$ cat config.mk
export PLATFORM = sky130hd
export DESIGN_NAME = glyph_fetch_sched
export DESIGN_NICKNAME = d
export VERILOG_FILES = /design/src/rtl/glyph_fetch_sched.sv
export SDC_FILE = /design/constraint.sdc
export NUM_CORES = 1
export LEC_CHECK = 0
export ABC_AREA = 1
export CELL_PAD_IN_SITES_DETAIL_PLACEMENT = 0
export CELL_PAD_IN_SITES_GLOBAL_PLACEMENT = 2
export CORE_UTILIZATION = 29
export DETAILED_ROUTE_END_ITERATION = 12
export HOLD_SLACK_MARGIN = 0.12
export PLACE_DENSITY = 0.83
export SYNTH_ARGS = -nofsm -noshare
export SYNTH_HDL_FRONTEND = slang
export SYNTH_SLANG_ARGS = --single-unit
$ cat constraint.sdc
create_clock -name clk_fs -period 1.7 [get_ports clk_fs]
set_input_delay 0.255 -clock clk_fs [delete_from_list [all_inputs] [get_ports clk_fs]]
set_output_delay 0.255 -clock clk_fs [all_outputs]
set_load 0.05 [all_outputs]
$ cat src/rtl/glyph_fetch_sched.sv
// glyph_fetch_sched: during horizontal blanking, fetches the three digit glyph
// rows for the next scan line from the shared glyph memory into shadow
// registers, then publishes them atomically to the pixel-path line buffers.
module glyph_fetch_sched #(
  parameter int H_VIZ      = 640,
  parameter int V_TOP      = 200,
  parameter int GLYPH_ROWS = 32,
  parameter int MEM_LAT    = 1
) (
  input  logic        clk_fs,
  input  logic        rst_fs,
  input  logic [9:0]  h_index,
  input  logic [9:0]  v_index,
  input  logic [31:0] line_data,
  output logic [1:0]  digit_sel,
  output logic        en_mem,
  output logic [4:0]  line_sel,
  output logic [31:0] buf_sec,
  output logic [31:0] buf_dec,
  output logic [31:0] buf_min,
  output logic        buf_valid,
  output logic        ovr_err
);

  localparam logic [9:0] L_HVIZ = 10'(H_VIZ);
  localparam logic [9:0] L_TOP  = 10'(V_TOP);
  localparam logic [9:0] L_END  = 10'(V_TOP + GLYPH_ROWS);
  // WAIT lasts MEM_LAT-1 cycles; counter is loaded with one less than that
  localparam logic [1:0] L_WAIT = 2'(MEM_LAT - 2);

  typedef enum logic [2:0] {S_IDLE, S_REQ, S_WAIT, S_CAP, S_PUB} state_t;

  state_t      r_state;
  logic [1:0]  r_k;
  logic [1:0]  r_wait_cnt;
  logic [31:0] r_sh_sec, r_sh_dec, r_sh_min;
  logic [1:0]  r_digit_sel;
  logic        r_en_mem;
  logic [4:0]  r_line_sel;
  logic [31:0] r_buf_sec, r_buf_dec, r_buf_min;
  logic        r_buf_valid;
  logic        r_ovr_err;

  logic [9:0]  w_target;
  logic        w_tgt_band;
  logic        w_cur_band;
  logic [4:0]  w_row;
  logic        w_trigger;
  logic        w_hstart;

  // Next-line target row and band membership tests
  always_comb begin
    w_target   = v_index + 10'd1;
    w_tgt_band = (w_target >= L_TOP) && (w_target < L_END);
    w_cur_band = (v_index >= L_TOP) && (v_index < L_END);
    w_row      = 5'(w_target - L_TOP);
    w_trigger  = (h_index == L_HVIZ) && w_tgt_band;
    w_hstart   = (h_index == 10'd0);
  end

  // Fetch sequencer: IDLE -> (REQ -> [WAIT] -> CAP) x3 -> PUB, with overrun abort
  always_ff @(posedge clk_fs) begin
    if (rst_fs) begin
      r_state     <= S_IDLE;
      r_k         <= 2'd0;
      r_wait_cnt  <= 2'd0;
      r_sh_sec    <= '0;
      r_sh_dec    <= '0;
      r_sh_min    <= '0;
      r_digit_sel <= 2'd0;
      r_en_mem    <= 1'b0;
      r_line_sel  <= 5'd0;
      r_buf_sec   <= '0;
      r_buf_dec   <= '0;
      r_buf_min   <= '0;
      r_buf_valid <= 1'b0;
      r_ovr_err   <= 1'b0;
    end else begin
      r_en_mem <= 1'b0;
      if (w_hstart && r_state != S_IDLE) begin
        // Line wrapped before the fetch finished: drop it, keep old buffers
        r_state     <= S_IDLE;
        r_ovr_err   <= 1'b1;
        r_buf_valid <= 1'b0;
      end else begin
        if (w_hstart && !w_cur_band) r_buf_valid <= 1'b0;
        case (r_state)
          S_IDLE: begin
            if (w_trigger) begin
              r_line_sel  <= w_row;
              r_k         <= 2'd0;
              r_digit_sel <= 2'd0;
              r_en_mem    <= 1'b1;
              r_state     <= S_REQ;
            end
          end
          S_REQ: begin
            if (MEM_LAT > 1) begin
              r_wait_cnt <= L_WAIT;
              r_state    <= S_WAIT;
            end else begin
              r_state <= S_CAP;
            end
          end
          S_WAIT: begin
            if (r_wait_cnt == 2'd0) r_state <= S_CAP;
            else                    r_wait_cnt <= r_wait_cnt - 2'd1;
          end
          S_CAP: begin
            case (r_k)
              2'd0:    r_sh_sec <= line_data;
              2'd1:    r_sh_dec <= line_data;
              default: r_sh_min <= line_data;
            endcase
            if (r_k == 2'd2) begin
              r_state <= S_PUB;
            end else begin
              r_k         <= r_k + 2'd1;
              r_digit_sel <= r_k + 2'd1;
              r_en_mem    <= 1'b1;
              r_state     <= S_REQ;
            end
          end
          S_PUB: begin
            r_buf_sec   <= r_sh_sec;
            r_buf_dec   <= r_sh_dec;
            r_buf_min   <= r_sh_min;
            r_buf_valid <= 1'b1;
            r_state     <= S_IDLE;
          end
          default: r_state <= S_IDLE;
        endcase
      end
    end
  end

  assign digit_sel = r_digit_sel;
  assign en_mem    = r_en_mem;
  assign line_sel  = r_line_sel;
  assign buf_sec   = r_buf_sec;
  assign buf_dec   = r_buf_dec;
  assign buf_min   = r_buf_min;
  assign buf_valid = r_buf_valid;
  assign ovr_err   = r_ovr_err;

endmodule

After elaboration in Yosys (flattened, before gate mapping):

Cells that the tools add are included.

* flip-flop bits (word level): 207
* input bits: 54
* output and inout bits: 106
* logic and storage cells: 69

* $add $sub $neg: 4
* order comparisons: 4
* eq/ne operators: 10
* mux-type cells: 12
* bitwise gates (word level): 3
* reductions and logical operators: 23

Operators with widths (number)
* 10-bit by 8-bit greater-or-equal comparator with 1-bit output, second input constant: 2
* 10-bit by 8-bit < comparator with 1-bit output, second input constant: 2
* 3-bit AND reduction: 5
* 3-bit case mux with 4 select lines: 1
* 10-bit by 1-bit adder with 10-bit output, second input constant: 1
* 10-bit == test, second input constant: 1
* 10-bit zero test: 1
* 3-bit 2-to-1 mux: 3
* 3-bit by 2-bit == test with 1-bit output, second input constant: 2
* 2-bit inequality test, second input constant: 3
* 1-bit logical AND: 5
* 5-bit by 4-bit subtractor with 5-bit output, second input constant: 1
* 2-bit zero test: 2
* 1-bit 2-to-1 mux: 4
* 2-bit 2-to-1 mux: 2
* 2-bit case mux with 2 select lines: 1
* 2-bit AND reduction: 2
* 4-bit AND reduction: 1
* 2-bit nonzero test: 2
* 2-bit OR reduction: 2
* 3-bit by 1-bit == test with 1-bit output, second input constant: 1
* 3-bit == test, second input constant: 1
* 3-bit zero test: 1
* 1-bit inverter: 3
* other kinds (7): 7

Longest topological paths before layout:

* depth after elaboration: 6
* gate-level depth with buffers: 15

Worst setup path after synthesis:

Ideal clock, no wire load.

* path kind: flip-flop to flip-flop
* from: register, netlist name digit_sel[0]
* to: register r_sh_min[23]
* data arrival time: 1.696 ns
* data required time: 1.572 ns
* setup slack: -0.124 ns
* cell stages (with the launch flop): 8
* period minus slack after synthesis: 1.824 ns
* path through: dfxtp_1 -> inv_1 -> ha_1 -> nor2_1 -> nand3_2 -> clkbuf_1 -> o21ai_0 -> a21oi_1

RTL lines
* end signal: assignment: RTL line 113 `default: r_sh_min <= line_data;`
* end: declaration: RTL line 36 `logic [31:0] r_sh_sec, r_sh_dec, r_sh_min;`

Worst setup path after layout:

* from: input v_index[1]
* to: register r_digit_sel[1], in the netlist digit_sel[1]

* word-level cells in the longest chain between the ends: 6
* elaborated cells on any way between the ends: 7
* those cells by class: add/sub (1); order compare (2); eq/ne (1); reduce/logical (3)

Ends and longest elaborated chain
* start: declaration: RTL line 13 `input logic [9:0] v_index,`
* 10-bit by 1-bit adder with 10-bit output (*): RTL line 53 `w_target = v_index + 10'd1;`
* 10-bit by 8-bit greater-or-equal comparator with 1-bit output or 10-bit by 8-bit < comparator with 1-bit output (tied branches): RTL line 54 `w_tgt_band = (w_target >= L_TOP) && (w_target < L_END);`
* 1-bit logical AND (*): RTL line 54
* 1-bit logical AND (*): RTL line 57 `w_trigger = (h_index == L_HVIZ) && w_tgt_band;`
* 2-bit inequality test (no line) (*)
* 4-bit AND reduction (no line) (*)
* end signal: assignment: RTL line 119 `r_digit_sel <= r_k + 2'd1;`
* end: declaration: RTL line 37 `logic [1:0] r_digit_sel;`

Every way passes the cells marked *; elsewhere a longest branch is shown, timed or not.
A chain may end at the register's enable or synchronous reset.

==> flow_summary.toml <==
[timing]
fmax_mhz = 645.9
finalHoldViolations = 0
rsz0062_at_grt = "no"
setup_viol = 0
clock-skew-final_ns = 0.01231
fin_crit_sh_pct = 91.07
finalWorstPathRequiredPeriod_ns = 1.548
tightest_slew_ns = 0.2667
relSlewSlack_pct = 82.19
timing.hold.ws_ns = 0.3873
drv_slew = 0

[synthesis]
ys_top_cells_by_count = "207 x dfxtp_1, 203 x a21oi_1, 191 x o21ai_0"
async_flop_share_pct = 0
synth_largest_area_cell = "dfxtp_1"
synth_seq_area_share_pct = 54.90
synth_area_um2 = 7548
synth_ff_type = "dfxtp_1"
yosysMostFrequentCell = "dfxtp_1"
synth_warnings = 0
ys_top_cells_by_area = "dfxtp_1 55%, a21oi_1 13%, o21ai_0 13%, inv_1 6.4%, nand2_1 2.4%"
syn_nets = 975
synthCells = 915
synth_top_area_share_pct = 54.90
synth_edf_count = 0
ys_ff_latch = 207
postSynthAreaPerCell_um2 = 8.250
synth.distinct_cells = 28

[cts]
cts-buffers-inserted = 23
clockBufferDepth = 3
htreeDepth = 1
clk_latency_ns = 0.50
clk_root_buffer_cell = "clkbuf_16"
cts_tree = "built"
clk_pin_slew_worst_paths_ns = 0.06
cts_hold_buf = 0
cts.sink_count = 207

[placed_design]
hpwl_mm = 13.10
port_buffers = 159
dp.cells = 1397
routabilityCongestion = 0.7713

[grt]
overflow = 0
grt_pass1_vias = 6092
grt_use_total_pct = 14.34
grt_max_degree = 63
grt_pass1_wl_mm = 31.25
antenna_found_initial = 0

[detailed_routing]
final_antenna_net_count = 0
wirelength_mm = 19.14
via_per_inst = 4.442
drc_errors = 0
drtIter0Drc = 294
wl_per_cell_um = 13.33
dr.pass1.iters = 5
dr_total_vias = 6379

[worst_hold_path]
min_path_type = "in2reg"
min_from = "v_index[2]"
holdPathStages = 5
min_to = "line_sel[2]"

[pwr]
netSwitchingFraction_pct = 21.58
p_int_w = 0.008057
clkPwrFrac_pct = 46.8
p_comb_share_pct = 5.6
p_leak_nw = 4.141
netSwitchingPower_w = 0.002217
p_seq_share_pct = 47.6
power_density_nw_per_um2 = 987.8
peakVddDrop_mv = 0.5984

[setup_path]
cp.arrival_ns = 1.94
crit_type = "in2reg"
ff2ff_setup_slack_ns = 0.19
r2r_cells = 7
r2r_end = "r_sh_min[24]"
cp_max_fo = 4
startpoint = "v_index[1]"
critPathLaunchType = "input port"
required_ns = 2.09
timing.rr.start = "digit_sel[0]"
end_kind = "flip-flop"

[floorplanning]
die_x_um = 163.3
rows = 58
dieArea_um2 = 26680
die_y_um = 163.3
start_util_pct = 29.80
io-pin-count = 160
core_um2 = 25330

[finish]
area_growth_pct = 37.79
n_antenna_cell = 0
layout-drive-gt1-share_pct = 19.98
stdcell_count = 1436
nets = 1152

[run]
cap_violations = 0

[outcome]
outcome = "complete, no violations"
per-stage QoR:
stage / power [W] / utilization [%] / TNS (ns) / setup WS [ns] / cell area, um2
global route: 0.01070 / 41.07 / 0 / 0.006021 / 10400
finish: 0.01027 / 41.07 / 0 / 0.1518 / 10400
CTS: 0.01044 / 41.00 / 0 / 0.1261 / 10380
floorplan: 0.005278 / - / 0 / 0.07890 / 7551
global placement: 0.005576 / 38.14 / -42.99 / -0.3591 / 9659
detailed placement: 0.005574 / 38.14 / -48.51 / -0.3912 / 9659
power groups by stage:
stage          clock, W  combinational (W)  sequential, W
6_report        0.00481           0.000575        0.00489
5_1_grt         0.00516           0.000644        0.00489
4_1_cts         0.00497           0.000577        0.00489
3_5_place_dp          0           0.000575        0.00500
3_3_place_gp          0           0.000577        0.00500
2_1_floorplan         0           0.000249        0.00503
per-layer routing:
layer | global-route usage, % | vias up | part of all wire (%)
met2 | 23.75 | 119 | 45
met3 | 3.885 | 21 | 6.3
li1 | - | 3380 | -
met4 | 3.186 | 0 | 1.5
met5 | 0 | - | 0
met1 | 18.47 | 2859 | 47
worst max path at each step:
stage | cells after the start | to | slack, ns
after CTS | 12 | line_sel[1] | 0.13
after global routing | 15 | digit_sel[1] | 0.006
after floorplan | 7 | r_sh_min[23] | 0.08
after detailed placement | 12 | line_sel[1] | -0.39
final | 13 | digit_sel[1] | 0.15
after global placement | 14 | digit_sel[1] | -0.36
cell usage in the layout (no fill, tap or decap), types with 3 or more instances in the layout:
master	n
clkbuf_16	23
o21ai_1	4
nor2_1	20
nor3_1	4
buf_12	19
inv_2	3
nand2_2	10
a21oi_1	203
buf_4	140
nand2_1	47
nand3_1	10
o21ai_0	191
ha_1	5
nor2_4	4
clkbuf_8	3
clkdlybuf4s50_1	52
clkbuf_1	8
dfxtp_1	205
inv_1	127
nand3_2	4
flip-flops by register name, summed over array words and instances (netlist names):
name / count
buf_dec: 32
buf_min: 32
buf_sec: 32
buf_valid: 1
digit_sel: 2
en_mem: 1
line_sel: 5
ovr_err: 1
r_sh_dec: 32
r_sh_min: 32
r_sh_sec: 32
r_state: 3
r_wait_cnt: 2
repair_timing:
item                                    CTS  global route
resized for setup                         0             6
endpoints found under the setup margin    0             5
setup buffers                             0             0
hold endpoints to repair                  0             0
worst max-delay path, cell delays in order:
cell and delay, ns:
clkdlybuf4s50_1 0.48, ha_2 0.22, nand2_1 0.06, nor2_1 0.17
nand2_1 0.08, nand2_1 0.07, nand4_2 0.09, nor2_4 0.14
nand2_2 0.08, nand2_4 0.07, nand2_1 0.07, nor2_1 0.11
nor2_1 0.05
cells by family (layout without fill, tap and decap cells):
| group | Yosys count | after routing | share of synthesized area [%] |
|---|---|---|---|
| flip-flops | 207 | 207 | 54.90 |
| AO/OA/AOI/OAI | 400 | 400 | 26.59 |
| AND/OR/NAND/NOR | 108 | 108 | 6.995 |
| buffers and inverters | 192 | 383 | 10.29 |
| adder cells (fa/ha/maj) | 6 | 6 | 0.9945 |
| XOR/XNOR | 2 | 2 | 0.2321 |
layout make-up:
cell class,count,area [um2]
clock buffers,34,646.9
clock inverters,5,77.57
fillers,2542,14930
inverters,132,503.0
multi-input cells,516,2650
flip-flops and latches,207,4146
well taps,330,412.9
repair buffers,212,1964
Power figures use the tool's default switching activity.
